$ cat src/rtl/sqrt_pkg.sv
// sqrt_pkg: shared types and helpers for the square-root datapath blocks.
//   recon_state_t   - IDLE / BUSY / DONE states of the radicand reconstructor
//   SQRT_DW_DEFAULT - default radicand width
//   recon_cnt_w()   - width of the partial-product step counter for a QW-bit root
package sqrt_pkg;

  typedef enum logic [1:0] {
    IDLE = 2'd0,
    BUSY = 2'd1,
    DONE = 2'd2
  } recon_state_t;

  localparam int SQRT_DW_DEFAULT = 16;

  // The counter must hold 0..qw-1; a 1-bit minimum keeps tiny roots legal.
  function automatic int recon_cnt_w(input int qw);
    return (qw <= 2) ? 1 : $clog2(qw);
  endfunction

endpackage

$ cat src/rtl/sqrt_recon_step.sv
// sqrt_recon_step: one shift-add step of the reconstruction squarer.
// Purely combinational; this is the only adder in sqrt_recon.
// Ports:
//   acc     in  [DW:0]   running accumulator
//   mcand   in  [QW-1:0] multiplicand (the root)
//   mbit    in  1        current multiplier LSB
//   i       in  [CW-1:0] step index, the shift applied to mcand
//   acc_nxt out [DW:0]   accumulator after this step
module sqrt_recon_step #(
  parameter int DW = 16,
  parameter int QW = 8,
  parameter int CW = 3
) (
  input  logic [DW:0]   acc,
  input  logic [QW-1:0] mcand,
  input  logic          mbit,
  input  logic [CW-1:0] i,
  output logic [DW:0]   acc_nxt
);

  logic [DW:0] pp;

  // Widen before shifting so the top partial product (shift QW-1) is not lost.
  assign pp      = (DW+1)'(mcand) << i;
  assign acc_nxt = mbit ? (acc + pp) : acc;

endmodule

$ cat src/rtl/sqrt_recon.sv
// sqrt_recon: iterative radicand reconstructor, D = Q*Q + R.
// Takes a root/remainder pair from the sqrt block and rebuilds the radicand
// with a shift-add squarer, one partial product per clock (QW steps), and
// flags remainders a legal square root cannot produce (R > 2Q).
//
// Optional feature (macro SQRT_RECON_CHECK_EN): adds input D_ref, latched with
// the operands, and output match = result equals D_ref and the pair is legal.
//
// Ports:
//   clk        in  1       rising-edge clock
//   reset      in  1       synchronous active-high reset
//   start      in  1       request, sampled only in IDLE
//   Q          in  QW      root operand
//   remainder  in  RW      remainder operand
//   D          out DW      reconstructed radicand (held until next result)
//   busy       out 1       high while partial products are being added
//   ready      out 1       one-cycle pulse when D/invalid are updated
//   invalid    out 1       remainder > 2*Q, or the sum overflowed DW bits
//   D_ref      in  DW      (SQRT_RECON_CHECK_EN) expected radicand
//   match      out 1       (SQRT_RECON_CHECK_EN) D == D_ref on a legal pair
module sqrt_recon
  import sqrt_pkg::*;
#(
  parameter  int DW = SQRT_DW_DEFAULT,
  localparam int QW = DW / 2,
  localparam int RW = QW + 1
) (
  input  logic          clk,
  input  logic          reset,
  input  logic          start,
  input  logic [QW-1:0] Q,
  input  logic [RW-1:0] remainder,
`ifdef SQRT_RECON_CHECK_EN
  input  logic [DW-1:0] D_ref,
  output logic          match,
`endif
  output logic [DW-1:0] D,
  output logic          busy,
  output logic          ready,
  output logic          invalid
);

  localparam int            CW     = recon_cnt_w(QW);
  localparam logic [CW-1:0] I_LAST = CW'(QW - 1);

  recon_state_t  state, state_nxt;
  logic [QW-1:0] mcand;
  logic [QW-1:0] mplier;
  logic [DW:0]   acc;
  logic [DW:0]   acc_nxt;
  logic [CW-1:0] i;
  logic          invalid_r;
`ifdef SQRT_RECON_CHECK_EN
  logic [DW-1:0] dref_r;
`endif

  sqrt_recon_step #(
    .DW (DW),
    .QW (QW),
    .CW (CW)
  ) u_step (
    .acc     (acc),
    .mcand   (mcand),
    .mbit    (mplier[0]),
    .i       (i),
    .acc_nxt (acc_nxt)
  );

  assign busy = (state == BUSY);

  always_comb begin
    state_nxt = state;
    case (state)
      IDLE:    if (start) state_nxt = BUSY;
      BUSY:    if (i == I_LAST) state_nxt = DONE;
      DONE:    state_nxt = IDLE;
      default: state_nxt = IDLE;
    endcase
  end

  always_ff @(posedge clk) begin
    if (reset) begin
      state     <= IDLE;
      mcand     <= '0;
      mplier    <= '0;
      acc       <= '0;
      i         <= '0;
      invalid_r <= 1'b0;
      D         <= '0;
      ready     <= 1'b0;
      invalid   <= 1'b0;
`ifdef SQRT_RECON_CHECK_EN
      dref_r    <= '0;
      match     <= 1'b0;
`endif
    end else begin
      state <= state_nxt;
      ready <= 1'b0;
      case (state)
        // Operand capture: acc starts at R so the squarer lands on Q*Q + R.
        IDLE: begin
          if (start) begin
            mcand     <= Q;
            mplier    <= Q;
            acc       <= (DW+1)'(remainder);
            i         <= '0;
            invalid_r <= (remainder > {Q, 1'b0});
`ifdef SQRT_RECON_CHECK_EN
            dref_r    <= D_ref;
`endif
          end
        end
        // Shift-add: always QW steps, even for Q=0, so latency is fixed.
        BUSY: begin
          acc    <= acc_nxt;
          mplier <= mplier >> 1;
          i      <= i + 1'b1;
        end
        // Result: a carry into acc[DW] only happens for illegal pairs.
        DONE: begin
          D       <= acc[DW-1:0];
          invalid <= invalid_r | acc[DW];
          ready   <= 1'b1;
`ifdef SQRT_RECON_CHECK_EN
          match   <= (acc[DW-1:0] == dref_r) & ~invalid_r & ~acc[DW];
`endif
        end
        default: ;
      endcase
    end
  end

endmodule

$ cat config.mk
export PLATFORM = sky130hd
export DESIGN_NAME = sqrt_recon
export DESIGN_NICKNAME = d
export VERILOG_FILES = /design/src/rtl/sqrt_pkg.sv /design/src/rtl/sqrt_recon_step.sv /design/src/rtl/sqrt_recon.sv
export SDC_FILE = /design/constraint.sdc
export NUM_CORES = 1
export LEC_CHECK = 0
export CAP_MARGIN = 30
export CORE_MARGIN = 4
export CORE_UTILIZATION = 55
export DETAILED_ROUTE_END_ITERATION = 10
export PLACE_DENSITY = 0.8
export REMOVE_ABC_BUFFERS = 1
export SYNTH_ARGS = -nofsm -noshare
export SYNTH_HDL_FRONTEND = slang
export SYNTH_SLANG_ARGS = --single-unit
$ cat constraint.sdc
create_clock -name clk -period 5.38 [get_ports clk]
set_input_delay 1.614 -clock clk [delete_from_list [all_inputs] [get_ports clk]]
set_output_delay 1.614 -clock clk [all_outputs]
set_load 0.01 [all_outputs]
==> summary.md <==
| Metric | Value |
|---|---|
| Status | `finished, final reports clean` |
| Core area | `0.005886 sq mm` |
| Die area | `~0.0074 sq mm` |
| DR iter-0 viols | `186` |
| Critical path endpoint category | `output port` |
| Area contributors post-synth | `dfxtp_1 34%, nand2_1 10%, ha_1 9.4%` |
| CTS tree | `yes` |
| Vias per cell | `5.956` |
| DP Wirelength | `approximately 6400 um` |
| Min Hold Slack | `0.4516 ns` |
| Count of cell types in the netlist | `between 40 and 50` |
| Yosys top cell area share | `0.3425` |
| Setup Buffers After CTS | `0` |
| Mux cell area share after synthesis | `0.04394` |
| Post_cts resized | `0` |
| Post-route non-filler standard cell count | `between 500 and 600` |
| R2r startpoint | `i[1]` |
| Placed insts | `around 530` |
| VDD IR-drop max | `~0.19 mV` |
| Synthesized area | `approximately 0.0033 sq mm` |
| # diodes | `0` |
| Compound-Gate Fraction of Synth Area | `0.2242` |
| Synth async-reset ratio | `0` |
| Commonest cells in the netlist | `93 x nand2_1, 57 x dfxtp_1, 53 x a21oi_1` |
| Clk buf depth | `2` |
| Post-synthesis xor/xnor area fraction | `0.02629` |
| Global-route usage over all layers | `0.2468` |
| GRT overflow | `0` |
| Main combinational cell family by area after synthesis | `compound AO/OA/AOI/OAI gates` |
| Sink Count | `between 50 and 60` |
| Startpoint class of the critical path | `register` |
| Clock slew seen by the registers of the worst setup and hold paths | `~0.060 ns` |
| Hold Startpoint | `D[2]` |
| Setup TNS | `0 ns` |
| Root buffer cell | `clkbuf_8` |
| CP arrival | `approximately 2 ns` |
| Hold Path End | `D[2]` |
| RSZ-0062 raised after global routing | `false` |
| Top_reg_cell synth | `dfxtp_1` |
| Top cell type by total area after synthesis | `dfxtp_1` |
| Setup CP Type | `register to output port` |
| Syn_area_per_cell | `roughly 7.6 sq um` |
| Design area | `0.003931 sq mm` |
| Skew-Pair Late Insertion Delay | `between 0.3 and 0.4 ns` |
| Io pins | `39` |
| Sequential share of the synthesized area | `0.3425` |
| Tcrit/Tclk final | `0.6782` |
| Worst r2r path cells | `10` |
| Initial Utilization | `0.5661` |
| I/O Buffers | `38` |
| Simple-gate share of the synthesized area | `0.2186` |
| Num rows | `28` |
| Die span in x | `~86 um` |
| Worst-Margin Slew | `just under 1 ns` |
| WL final | `~8600 um` |
| Fmax | `between 0.2 and 0.3 GHz` |
| DR vias | `roughly 3,200` |
| Fin worst setup slack | `1.732 ns` |
| Placed inst area | `about 0.0037 sq mm` |
| Final core occ | `0.6679` |
| CP required | `3.77 ns` |
| H-tree Lvls | `3` |
| Pwr per Cell Area | `~270 mW/mm^2` |
| Crit. Startpoint | `state[1]` |
| WHS Path Cells | `2` |
| Post-synth EDFFs | `0` |
| Leak Pwr | `~1.5 nW` |
| Pre-Repair DR Iteration Count | `5` |
| Pin count of the biggest net entering global routing | `52` |
| Max cap viols | `0` |
| Slew headroom | `0.3452` |
| Worst R2R Setup Slack | `~2.0 ns` |
| Most frequent cell after synthesis | `nand2_1` |
| Initial antenna violation count | `0` |
| Critical path fanouts, max | `16` |
| Final GP Congestion | `0.9625` |
| Final Max Slew Viols | `0` |
| Cts bufs inserted | `9` |
| Layout Skew | `0.01185 ns` |
| P&R area growth vs syn | `17.99%` |
| Hold buffer count at cts | `0` |
| Endpoints failing setup | `0` |
| Die H | `approximately 86 um` |
| Design Power | `around 1.0 mW` |
| Dpl ws | `roughly 1.6 ns` |
| Count of warnings emitted by yosys | `0` |
| Avg WL per Cell | `between 15 and 20 um` |
| Final ANT Viol Nets | `0` |
| Layout cell share with drive strength beyond 1 | `0.05983` |
| First-pass GRT wire length | `14,390 um` |
| Post-Synth Adder-Cell Area | `0.09989` |
| Vias in the first global route | `3,019` |
| Hold crit path type | `register to register` |
| # nets final | `~500` |
| Cells after Synth | `436` |
| Final hold vios | `0` |
| Seq cells post-synth | `57` |
| DR DRC count | `0` |
| Fin crit period | `~3.6 ns` |
| Reg2reg end | `acc[16]` |
how the worst max path moves through the flow:
stage / endpoint / slack, ns / depth (start not counted)
after floorplan: acc[15] / 2.09 / 5
after global placement: acc[15] / 1.63 / 7
after detailed placement: acc[15] / 1.61 / 7
after CTS: busy / 1.73 / 3
after global routing: busy / 1.62 / 3
final: busy / 1.73 / 3
cells by family after synthesis:
group                      count (synthesis)
AOI/OAI and AO/OA                        123
adders and majority gates                 26
muxes                                     14
xor gates and xnor gates                  10
buffers and inverters                     39
and+or+nand+nor                          167
DFF                                       57
worst max-delay path: stages, from the launching register on:
cell and delay [ns]:
dfxtp_1 0.34, nand2b_1 0.37, inv_2 0.37, clkdlybuf4s50_1 0.61
layer usage:
layer	track usage	wire length (um)	up-vias
met4	0.1151	245	0
met5	0	0	-
met3	0.03939	489	30
met2	0.3941	3937	120
met1	0.3266	3969	1484
li1	-	-	1600
cells in the final DEF (no fill, tap or decap), types with 11 or more instances in the layout:
cell and count:
nor2_1 30, dfxtp_1 57, nand3_1 11, a21oi_1 53, inv_1 14, clkbuf_8 12, clkdlybuf4s50_1 37, o21ai_0 15
nand2_1 93, ha_1 25
registers in the layout (all words and copies together), names as in the netlist:
name       cells
acc           17
invalid        1
invalid_r      1
state          2
i              3
mplier         8
ready          1
D             16
mcand          8
power by group:
group	internal [mW]	switching, mW
logic	0.0659	0.0954
registers	0.440	0.0191
clock network	0.252	0.171
cell type report:
class                   instances  area (sq um)
clock inverters                 2         35.03
fillers                       507          1954
inverters                      15         56.30
multi-input cells             340          2042
clock buffers                  14         172.7
well taps                      75         93.84
flip-flops and latches         57          1141
repair buffers                 40         390.4
Note: power is estimated with default switching activity, not from simulation.
